`config.mk`:
```
export PLATFORM = sky130hd
export DESIGN_NAME = lnrv_icb_demux_ots
export DESIGN_NICKNAME = d
export VERILOG_FILES = /design/src/rtl/lnrv_icb_demux_ots.sv
export SDC_FILE = /design/constraint.sdc
export NUM_CORES = 1
export LEC_CHECK = 0
export CAP_MARGIN = 20
export CORE_AREA = 2 2 314 316
export DETAILED_ROUTE_END_ITERATION = 12
export DIE_AREA = 0 0 316 318
export PLACE_DENSITY = 0.4
export SLEW_MARGIN = 40
export SYNTH_ARGS = -nofsm -noshare
export SYNTH_HDL_FRONTEND = slang
export SYNTH_SLANG_ARGS = --single-unit
export TNS_END_PERCENT = 10
```
`constraint.sdc`:
```
create_clock -name clk -period 4.75 [get_ports clk]
set_clock_uncertainty 0.1 [all_clocks]
set_input_delay 0.7125 -clock clk [delete_from_list [all_inputs] [get_ports clk]]
set_output_delay 0.7125 -clock clk [all_outputs]
set_load 0.01 [all_outputs]
```
`src/rtl/lnrv_icb_demux_ots.sv`:
```
// rtl/lnrv_icb_demux_ots.sv - 1-to-N ICB demultiplexer with in-order outstanding tracker
// Unmatched commands go to a default slave or to an internal error responder (index P_ICB_COUNT).
module lnrv_icb_demux_ots #(
  parameter int    P_ADDR_WIDTH  = 32,
  parameter int    P_DATA_WIDTH  = 32,
  parameter int    P_ICB_COUNT   = 4,
  parameter int    P_OTS_COUNT   = 4,
  parameter string P_DECODE_MODE = "range",
  parameter int    P_DEFAULT_SLV = P_ICB_COUNT
) (
  input  logic                                  clk,
  input  logic                                  reset_n,
  input  logic                                  m_icb_cmd_vld,
  output logic                                  m_icb_cmd_rdy,
  input  logic                                  m_icb_cmd_write,
  input  logic [P_ADDR_WIDTH-1:0]               m_icb_cmd_addr,
  input  logic [P_DATA_WIDTH-1:0]               m_icb_cmd_wdata,
  input  logic [P_DATA_WIDTH/8-1:0]             m_icb_cmd_wstrb,
  input  logic [2:0]                            m_icb_cmd_size,
  output logic                                  m_icb_rsp_vld,
  input  logic                                  m_icb_rsp_rdy,
  output logic [P_DATA_WIDTH-1:0]               m_icb_rsp_rdata,
  output logic                                  m_icb_rsp_err,
  output logic [P_ICB_COUNT-1:0]                sn_icb_cmd_vld,
  input  logic [P_ICB_COUNT-1:0]                sn_icb_cmd_rdy,
  output logic [P_ICB_COUNT-1:0]                sn_icb_cmd_write,
  output logic [P_ADDR_WIDTH*P_ICB_COUNT-1:0]   sn_icb_cmd_addr,
  output logic [P_DATA_WIDTH*P_ICB_COUNT-1:0]   sn_icb_cmd_wdata,
  output logic [P_DATA_WIDTH/8*P_ICB_COUNT-1:0] sn_icb_cmd_wstrb,
  output logic [3*P_ICB_COUNT-1:0]              sn_icb_cmd_size,
  input  logic [P_ICB_COUNT-1:0]                sn_icb_rsp_vld,
  output logic [P_ICB_COUNT-1:0]                sn_icb_rsp_rdy,
  input  logic [P_DATA_WIDTH*P_ICB_COUNT-1:0]   sn_icb_rsp_rdata,
  input  logic [P_ICB_COUNT-1:0]                sn_icb_rsp_err,
  input  logic [P_ADDR_WIDTH*P_ICB_COUNT-1:0]   sn_region_base,
  input  logic [P_ADDR_WIDTH*P_ICB_COUNT-1:0]   sn_region_end,
  output logic [$clog2(P_OTS_COUNT+1)-1:0]      ots_cnt,
  output logic                                  dec_err
);

  localparam int AW    = P_ADDR_WIDTH;
  localparam int DW    = P_DATA_WIDTH;
  localparam int SW    = P_DATA_WIDTH / 8;
  localparam int N     = P_ICB_COUNT;
  localparam int IDX_W = $clog2(N + 1);
  localparam int CNT_W = $clog2(P_OTS_COUNT + 1);
  localparam int PTR_W = (P_OTS_COUNT > 1) ? $clog2(P_OTS_COUNT) : 1;
  localparam bit MASK_MODE = (P_DECODE_MODE == "mask");

  logic [IDX_W-1:0] sel_idx;
  logic             sel_err;
  logic [AW-1:0]    reg_base;
  logic [AW-1:0]    reg_end;
  logic             hit;
  logic             slv_rdy;
  logic             full;
  logic             push;
  logic             pop;
  logic [IDX_W-1:0] head;

  logic [IDX_W-1:0] fifo_q [P_OTS_COUNT];
  logic [IDX_W-1:0] fifo_d [P_OTS_COUNT];
  logic [PTR_W-1:0] wptr_q, wptr_d;
  logic [PTR_W-1:0] rptr_q, rptr_d;
  logic [CNT_W-1:0] cnt_q, cnt_d;
  logic             dec_err_q, dec_err_d;

  function automatic logic [PTR_W-1:0] ptr_inc(input logic [PTR_W-1:0] p);
    return (p == PTR_W'(P_OTS_COUNT - 1)) ? '0 : p + PTR_W'(1);
  endfunction

  // Descending scan so the lowest matching index is the last to overwrite sel_idx.
  always_comb begin
    sel_idx  = IDX_W'(P_DEFAULT_SLV);
    reg_base = '0;
    reg_end  = '0;
    hit      = 1'b0;
    for (int i = N - 1; i >= 0; i--) begin
      reg_base = sn_region_base[i*AW +: AW];
      reg_end  = sn_region_end[i*AW +: AW];
      if (MASK_MODE) hit = (m_icb_cmd_addr & reg_end) == (reg_base & reg_end);
      else           hit = (reg_end != '0) && (m_icb_cmd_addr >= reg_base) && (m_icb_cmd_addr < reg_end);
      if (hit) sel_idx = IDX_W'(i);
    end
  end

  assign sel_err = (sel_idx == IDX_W'(N));
  assign head    = fifo_q[rptr_q];

  always_comb begin
    m_icb_rsp_vld   = 1'b0;
    m_icb_rsp_rdata = '0;
    m_icb_rsp_err   = 1'b0;
    sn_icb_rsp_rdy  = '0;
    if (cnt_q != '0) begin
      if (head == IDX_W'(N)) begin
        m_icb_rsp_vld = 1'b1;
        m_icb_rsp_err = 1'b1;
      end else begin
        for (int i = 0; i < N; i++) begin
          if (head == IDX_W'(i)) begin
            m_icb_rsp_vld     = sn_icb_rsp_vld[i];
            m_icb_rsp_rdata   = sn_icb_rsp_rdata[i*DW +: DW];
            m_icb_rsp_err     = sn_icb_rsp_err[i];
            sn_icb_rsp_rdy[i] = m_icb_rsp_rdy;
          end
        end
      end
    end
  end

  assign pop  = m_icb_rsp_vld & m_icb_rsp_rdy;
  assign full = (cnt_q == CNT_W'(P_OTS_COUNT)) & ~pop;

  always_comb begin
    sn_icb_cmd_vld   = '0;
    sn_icb_cmd_write = '0;
    sn_icb_cmd_addr  = '0;
    sn_icb_cmd_wdata = '0;
    sn_icb_cmd_wstrb = '0;
    sn_icb_cmd_size  = '0;
    slv_rdy          = 1'b0;
    for (int i = 0; i < N; i++) begin
      if (sel_idx == IDX_W'(i)) begin
        sn_icb_cmd_vld[i]            = m_icb_cmd_vld & ~full;
        sn_icb_cmd_write[i]          = m_icb_cmd_write;
        sn_icb_cmd_addr[i*AW +: AW]  = m_icb_cmd_addr;
        sn_icb_cmd_wdata[i*DW +: DW] = m_icb_cmd_wdata;
        sn_icb_cmd_wstrb[i*SW +: SW] = m_icb_cmd_wstrb;
        sn_icb_cmd_size[i*3 +: 3]    = m_icb_cmd_size;
        slv_rdy                      = sn_icb_cmd_rdy[i];
      end
    end
    m_icb_cmd_rdy = ~full & (sel_err | slv_rdy);
  end

  assign push = m_icb_cmd_vld & m_icb_cmd_rdy;

  always_comb begin
    fifo_d    = fifo_q;
    wptr_d    = wptr_q;
    rptr_d    = rptr_q;
    cnt_d     = cnt_q;
    dec_err_d = push & sel_err;
    if (push) begin
      fifo_d[wptr_q] = sel_idx;
      wptr_d         = ptr_inc(wptr_q);
    end
    if (pop) rptr_d = ptr_inc(rptr_q);
    if (push && !pop)      cnt_d = cnt_q + CNT_W'(1);
    else if (pop && !push) cnt_d = cnt_q - CNT_W'(1);
  end

  always_ff @(posedge clk or negedge reset_n) begin
    if (!reset_n) begin
      for (int i = 0; i < P_OTS_COUNT; i++) fifo_q[i] <= '0;
      wptr_q    <= '0;
      rptr_q    <= '0;
      cnt_q     <= '0;
      dec_err_q <= 1'b0;
    end else begin
      fifo_q    <= fifo_d;
      wptr_q    <= wptr_d;
      rptr_q    <= rptr_d;
      cnt_q     <= cnt_d;
      dec_err_q <= dec_err_d;
    end
  end

  assign ots_cnt = cnt_q;
  assign dec_err = dec_err_q;

endmodule

```
==> results of run 1 <==
registers in the layout, summed over array words and instances (netlist names):
signal,cells
dec_err,1
fifo_q,12
rptr_q,2
ots_cnt,3
wptr_q,2
layout make-up:
cell class | instances | area, µm²
tap | 1287 | 1610
multi-input combinational | 1148 | 10300
antenna | 31 | 77.6
inverter | 260 | 978
clock inverter | 1 | 30.0
timing repair buffer | 1133 | 10700
fill | 10700 | 73100
sequential | 20 | 500
clock buffer | 3 | 75.1
cell usage in the layout, fill, tap and decap left out, types with 12 or more instances in the layout:
cell	synthesis	routed
a21o_1	21	21
a21oi_1	116	104
and2_1	145	142
and3_1	147	144
buf_12	0	46
buf_16	0	12
buf_2	4	142
buf_4	0	221
buf_6	0	50
clkbuf_2	0	42
clkdlybuf4s15_2	0	13
clkdlybuf4s50_1	0	415
dfrtp_1	20	20
diode_2	0	31
dlygate4sd2_1	0	108
dlymetal6s2s_1	0	68
ha_1	258	198
ha_4	0	58
inv_1	260	221
inv_2	0	38
mux2i_1	30	30
nand2_1	58	53
nand3_1	34	31
nand4_1	39	39
nor2_1	38	34
nor4_1	39	32
o21ai_0	32	22
o221ai_1	33	32
per-stage QoR:
stage | TNS [ns] | std cells | setup slack [ns] | hold WS [ns]
after detailed placement | -267.46 | 3770 | -1.05 | 0.382
after global placement | -277.85 | 3769 | -1.06 | 0.381
after floorplan | 0 | 1497 | 0.493 | 0.317
after global routing | -0.720 | 3872 | -0.0658 | 0.356
final | 0 | 3883 | 0.0212 | 0.318
after CTS | -6.53 | 3829 | -0.160 | 0.338
final timing paths:
path / start / slack, ns / to
max: m_icb_cmd_addr[11] / 0.02 / sn_icb_cmd_addr[70]
min: reset_n / 0.32 / ots_cnt[2]
max reg2reg: rptr_q[0] / 0.74 / ots_cnt[2]
min reg2reg: fifo_q[1] / 0.39 / fifo_q[1]
max in group asynchronous: reset_n / 3.89 / wptr_q[1]
min in group clk: fifo_q[1] / 0.39 / fifo_q[1]
cell usage after synthesis, types with 11 or more instances:
master	number
a211oi_1	11
ha_1	258
nor3_1	18
nand2_1	58
o221ai_1	33
mux2i_1	30
nand3_1	34
and3_1	147
nor2_1	38
and2_1	145
nor4_1	39
clkbuf_1	64
nand2b_1	13
nand4_1	39
a21o_1	21
o21ai_0	32
a21oi_1	116
dfrtp_1	20
inv_1	260
power by group:
part | switching, µW | total [µW] | leakage (µW) | internal (µW)
logic | 2660 | 5260 | 0.0123 | 2590
registers | 80.4 | 332 | 0.000250 | 252
clock network | 71.3 | 239 | 0.0000513 | 167
total | 2810 | 5830 | 0.0126 | 3010
critical path, cell delays in order:
cell and delay (ns):
clkbuf_4 0.18, buf_4 0.17, ha_4 0.27, and4_4 0.23, nand3_4 0.08, o41a_1 0.46, a211o_1 0.38, a211oi_4 0.29
buf_12 0.16, buf_12 0.10, nor2_4 0.03, buf_12 0.12, buf_12 0.14, buf_12 0.14, buf_4 0.13, and3_1 0.15
buf_2 0.13
repair_timing:
action | 4_1_cts | 5_1_grt
setup buffers | 44 | 29
gates resized for setup | 893 | 389
setup endpoints to repair | 298 | 253
gates cloned | 13 | 1
pin swaps | 38 | 86
kinds of logic (layout without fill, tap and decap cells):
group,count (synthesis),after routing,share of synthesized area
compound gates,293,293,0.187
xor+xnor,3,3,0.00247
fa+ha+maj,259,259,0.305
buf+inv,329,1397,0.117
flops,20,20,0.0470
mux,41,41,0.0420
other cells,0,31,0
simple gates,552,552,0.299
layer usage:
| metal | track usage | vias up |
|---|---|---|
| met4 | 0.0613 | 18 |
| met5 | 0 | - |
| met2 | 0.338 | 610 |
| li1 | - | 7549 |
| met1 | 0.191 | 7366 |
| met3 | 0.0393 | 111 |
==> summary.md, run 1 <==
| Metric | Value |
|---|---|
| Synth area leaders | `ha_1, inv_1, and3_1` |
| P per Cell Area | `240 nW/µm²` |
| DP HPWL | `79800 µm` |
| Yosys reg bits | `20` |
| Worst slew margin | `0.487` |
| Slew Viols, Final | `0` |
| Critical path class | `input port to output port` |
| Post-DR wirelength/cell | `24.6 µm` |
| Initial core utilization | `0.109` |
| Syn Std Cell Area | `10600 µm²` |
| DRT antenna net count | `0` |
| Core area | `97400 µm²` |
| First drt pass iteration count | `5` |
| Synth top area share | `0.303` |
| Min Tclk post-route | `4.73 ns` |
| Layout Utilization | `0.250` |
| Max Cap Viol | `0` |
| Static leakage | `0.0126 µW` |
| CTS clk-pin slew, worst paths | `0.06 ns` |
| Nature of the critical path endpoint | `output port` |
| Total GRT Usage | `0.178` |
| Syn Inst Count | `1497` |
| Share of layout cells above drive strength 1 | `0.290` |
| Die Ht | `318 µm` |
| Required @ worst endpoint | `3.94 ns` |
| Die ar. | `100000 µm²` |
| Die width | `316 µm` |
| Max Freq | `211 MHz` |
| Mapped Nets | `2228` |
| Vias in the first global route | `15.9k` |
| Met3 routed WL | `6460 µm` |
| Register-to-Register Path Depth | `14` |
| Largest net degree at the start of global routing | `47` |
| DRT iter0 DRCs | `655` |
| Synth area leader | `ha_1` |
| Nets | `3297` |
| Ports | `807` |
| Via density | `4.03` |
| YS warnings | `0` |
| H-tree levels | `1` |
| Buffers on Ports | `806` |
| Critical path peak fanout | `6` |
| Final setup vio count | `0` |
| Area after DPL | `22300 µm²` |
| CP Launch Type | `input port` |
| Worst Path Arrival | `3.92 ns` |
| Number of buffers inserted by hold repair at cts | `0` |
| RSZ-0062 raised after global routing | `yes` |
| Hold WC Path Type | `input port to asynchronous set/reset pin` |
| Vias | `15.7k` |
| Worst Max-Slew Pin Slew | `0.769 ns` |
| Num CTS Buffers | `3` |
| Cell Rows | `115` |
| CTS sink cnt | `20` |
| Final Cell Area | `24300 µm²` |
| DRC violations left | `0` |
| Met2 Routed Length | `50400 µm` |
| Status | `complete, no violations` |
| Sequential area share after synthesis | `0.0470` |
| Main synth FF type | `dfrtp_1` |
| Post-synth EDFFs | `0` |
| Routability cong. | `0.880` |
| Syn Area/Cell | `7.11 µm²` |
| Async set-reset flop share out of synthesis | `1.00` |
| Global-route wire length before repair | `126000 µm` |
| Final worst-path cycle share | `0.996` |
| Unique cell type count in the Yosys netlist | `70` |
| DR top layer | `met5` |
| Metal-1 WL | `35500 µm` |
| GRT overflow | `0` |
| Clk buf depth | `2` |
| Initial antenna violation count | `49` |
| Root Driver | `clkbuf_16` |
| Final wirelength | `95400 µm` |
| Tot Pwr | `5830 µW` |
| CTS tree | `built` |
| Worst vdd ir | `0.000277 V` |
| Later-pin clock latency in the skew report | `0.26 ns` |
| Fin. Hold Viols | `0` |
| Area Overhead vs Synth | `128%` |
Power figures use the tool's default switching activity.
==> run 2: changes to the inputs <==
CELL_PAD_IN_SITES_DETAIL_PLACEMENT = 1   (was default)
CELL_PAD_IN_SITES_GLOBAL_PLACEMENT = 2   (was default)
CORE_AREA = 2 2 311 313   (was 2 2 314 316)
DIE_AREA = 0 0 313 315   (was 0 0 316 318)
PLACE_DENSITY = 0.65   (was 0.4)
==> summary.md, run 2 (synthesis results as in run 1) <==
| Metric | Value |
|---|---|
| Root Driver | `clkbuf_16` |
| Top Family by Delay on Critical Path | `buffers and inverters` |
| Worst Path Arrival | `3.98 ns (+0.06 ns)` |
| Slowest CP cell | `or3_4` |
| Cell Rows | `114 (-0.87%)` |
| Core area | `95700 µm² (-1.7%)` |
| Max FFs per register | `12 (unchanged)` |
| Commonest cells after routing, fill and taps aside | `clkdlybuf4s50_1, buf_4, inv_1, ha_1, and3_1` |
| Ports | `807 (unchanged)` |
| Vias | `15.9k (+1.5%)` |
| Worst slew margin | `0.535 (+0.0483)` |
| Final setup vio count | `18 (+18)` |
| Final worst-path cycle share | `1.01 (+0.0129)` |
| Required @ worst endpoint | `3.94 ns (about the same)` |
| Number of buffers inserted by hold repair at cts | `0 (unchanged)` |
| CP Cell Sequence | `buf_4 > buf_12 > ha_4 > a21oi_2 > nand2_1 > a211o_1 > o211ai_1 > a21oi_4 > buf_12 > buf_6 > buf_6 > buf_6 > buf_6 > or3_4 > buf_12 > buf_12 > and3_1 > clkdlybuf4s15_2` |
| Critical path class | `input port to output port` |
| CTS sink cnt | `20 (unchanged)` |
| Failing checks | `setup timing` |
| CTS tree | `built` |
| Initial core utilization | `0.111 (+0.00194)` |
| Nature of the critical path endpoint | `output port` |
| Register-to-Register Path Depth | `14 (unchanged)` |
| Share of layout cells above drive strength 1 | `0.292 (+0.00164)` |
| Pre-CTS setup slack | `-1.28 ns (-0.230 ns)` |
| Commonest non-fill, non-tap cell in the layout | `clkdlybuf4s50_1` |
| Largest net degree at the start of global routing | `50 (+6.4%)` |
| Worst vdd ir | `0.000243 V (-12%)` |
| Setup ws final | `-0.0402 ns (-0.0614 ns)` |
| Vias in the first global route | `16.7k (+5.0%)` |
| DP HPWL | `78600 µm (-1.5%)` |
| Die width | `313 µm (-0.95%)` |
| Routability cong. | `0.876 (-0.49%)` |
| Worst path bufs/invs | `10 (+1)` |
| Setup TNS | `-0.391 ns (-0.391 ns)` |
| Cell Count, Final, Fillers Out | `3874 (-0.23%)` |
| RSZ-0062 raised after global routing | `yes` |
| CP Launch Type | `input port` |
| Clk buf depth | `2 (unchanged)` |
| Num CTS Buffers | `3 (unchanged)` |
| Initial antenna violation count | `47 (-4.1%)` |
| Die ar. | `98600 µm² (-1.9%)` |
| Total GRT Usage | `0.181 (+0.00253)` |
| DRT iter0 DRCs | `701 (+7.0%)` |
| Final wirelength | `95600 µm (+0.17%)` |
| Global-route wire length before repair | `128000 µm (+1.1%)` |
| Number of fillers in the final layout | `11.4k (+5.8%)` |
| DRC violations left | `0 (unchanged)` |
| CP Depth | `18 (+1)` |
| Via density | `4.10 (+1.8%)` |
| Slew Viols, Final | `0 (unchanged)` |
| CP peak stage delay | `0.40 ns (-0.06 ns)` |
| GRT overflow | `0 (unchanged)` |
| Worst Max-Slew Pin Slew | `0.696 ns (-0.0740 ns)` |
| Min Tclk post-route | `4.79 ns (+0.0614 ns)` |
| Buffers on Ports | `806 (unchanged)` |
| Post-DR wirelength/cell | `24.7 µm (+0.40%)` |
| CTS clk-pin slew, worst paths | `0.06 ns (about the same)` |
| Status | `complete, but fails checks` |
| DRT antenna net count | `0 (unchanged)` |
| Later-pin clock latency in the skew report | `0.25 ns (about the same)` |
| Max Freq | `209 MHz (-1.3%)` |
| Largest reg by FF count | `fifo_q` |
| Hold WC Path Type | `input port to asynchronous set/reset pin` |
| Placed cell count | `3757 (-0.34%)` |
| Max Cap Viol | `0 (unchanged)` |
| First drt pass iteration count | `5 (unchanged)` |
| Layout Utilization | `0.257 (+0.00762)` |
| Fin. Hold Viols | `0 (unchanged)` |
| P per Cell Area | `241 nW/µm² (+0.35%)` |
| Die Ht | `315 µm (-0.94%)` |
| Nets | `3310 (+0.39%)` |
| Critical path peak fanout | `49 (+43)` |
| Area Overhead vs Synth | `131%` |
| H-tree levels | `1 (unchanged)` |
| Static leakage | `0.0125 µW (-0.75%)` |
## run 2: cell count changes in the layout (fill, tap and decap cells not counted), sizes merged
| cell | change |
|---|---|
| dlymetal6s2s | -4 |
| buf | -18 |
| clkbuf | +4 |
| clkdlybuf4s15 | +53 |
| dlygate4sd2 | -22 |
| bufbuf | -1 |
| diode | -11 |
| clkdlybuf4s50 | +1 |
## run 2: worst register-to-register path: stages, from the launching register on
cell	delay (ns)
dfrtp_1	0.53
mux4_2	0.67
nor2_1	0.30
o2bb2ai_1	0.16
a21oi_1	0.15
or2_1	0.40
a21boi_4	0.47
o21ai_2	0.12
inv_1	0.08
ha_2	0.18
inv_2	0.04
fa_2	0.37
xor2_1	0.16
nor2_1	0.11
xor2_1	0.15
## run 2: cell type report
| class | instances | area [µm²] | area share |
|---|---|---|---|
| Sequential cell | 20 | 500 | 0.0203 |
| Clock buffer | 3 | 75.1 | 0.00305 |
| Inverter | 260 | 978 | 0.0398 |
| Multi-Input combinational cell | 1148 | 10300 | 0.419 |
| Antenna cell | 20 | 50.0 | 0.00203 |
| Tap cell | 1276 | 1600 | 0.0649 |
| Timing Repair Buffer | 1146 | 11100 | 0.450 |
| Clock inverter | 1 | 30.0 | 0.00122 |
## run 2: worst paths after layout
check | from | slack (ns) | to
setup / recovery | m_icb_cmd_addr[6] | -0.04 | sn_icb_cmd_wdata[60]
hold / removal | reset_n | 0.31 | dec_err
setup reg to reg | rptr_q[0] | 0.66 | ots_cnt[2]
hold reg to reg | fifo_q[4] | 0.39 | fifo_q[4]
max in group asynchronous | reset_n | 3.91 | wptr_q[1]
min in group clk | fifo_q[4] | 0.39 | fifo_q[4]
## run 2: what timing repair did
| action | CTS | global route |
|---|---|---|
| setup endpoints to repair | 302 | 287 |
| setup buffers | 38 | 45 |
| gates cloned | 14 | 2 |
| pin swaps | 35 | 84 |
| gates resized for setup | 889 | 397 |
## run 2: metal layers
metal / routed length (µm) / global-route usage / share of wire
met5: 112 / 0 / 0.0012
met4: 3300 / 0.0611 / 0.034
met1: 37100 / 0.201 / 0.39
met3: 4440 / 0.0277 / 0.046
met2: 50600 / 0.347 / 0.53
## run 2: report_power, final
part / switching [µW] / internal [µW]
Sequential: 82.7 / 252
Clock: 64.1 / 167
Combinational: 2750 / 2610
## run 2: per-stage QoR
step / hold WS, ns / power [µW] / instance area (µm²)
2_1_floorplan: 0.317 / 2430 / 10600
3_3_place_gp: 0.372 / 5230 / 22200
3_5_place_dp: 0.380 / 5270 / 22200
4_1_cts: 0.325 / 5760 / 23300
5_1_grt: 0.334 / 6310 / 24600
6_report: 0.307 / 5920 / 24600
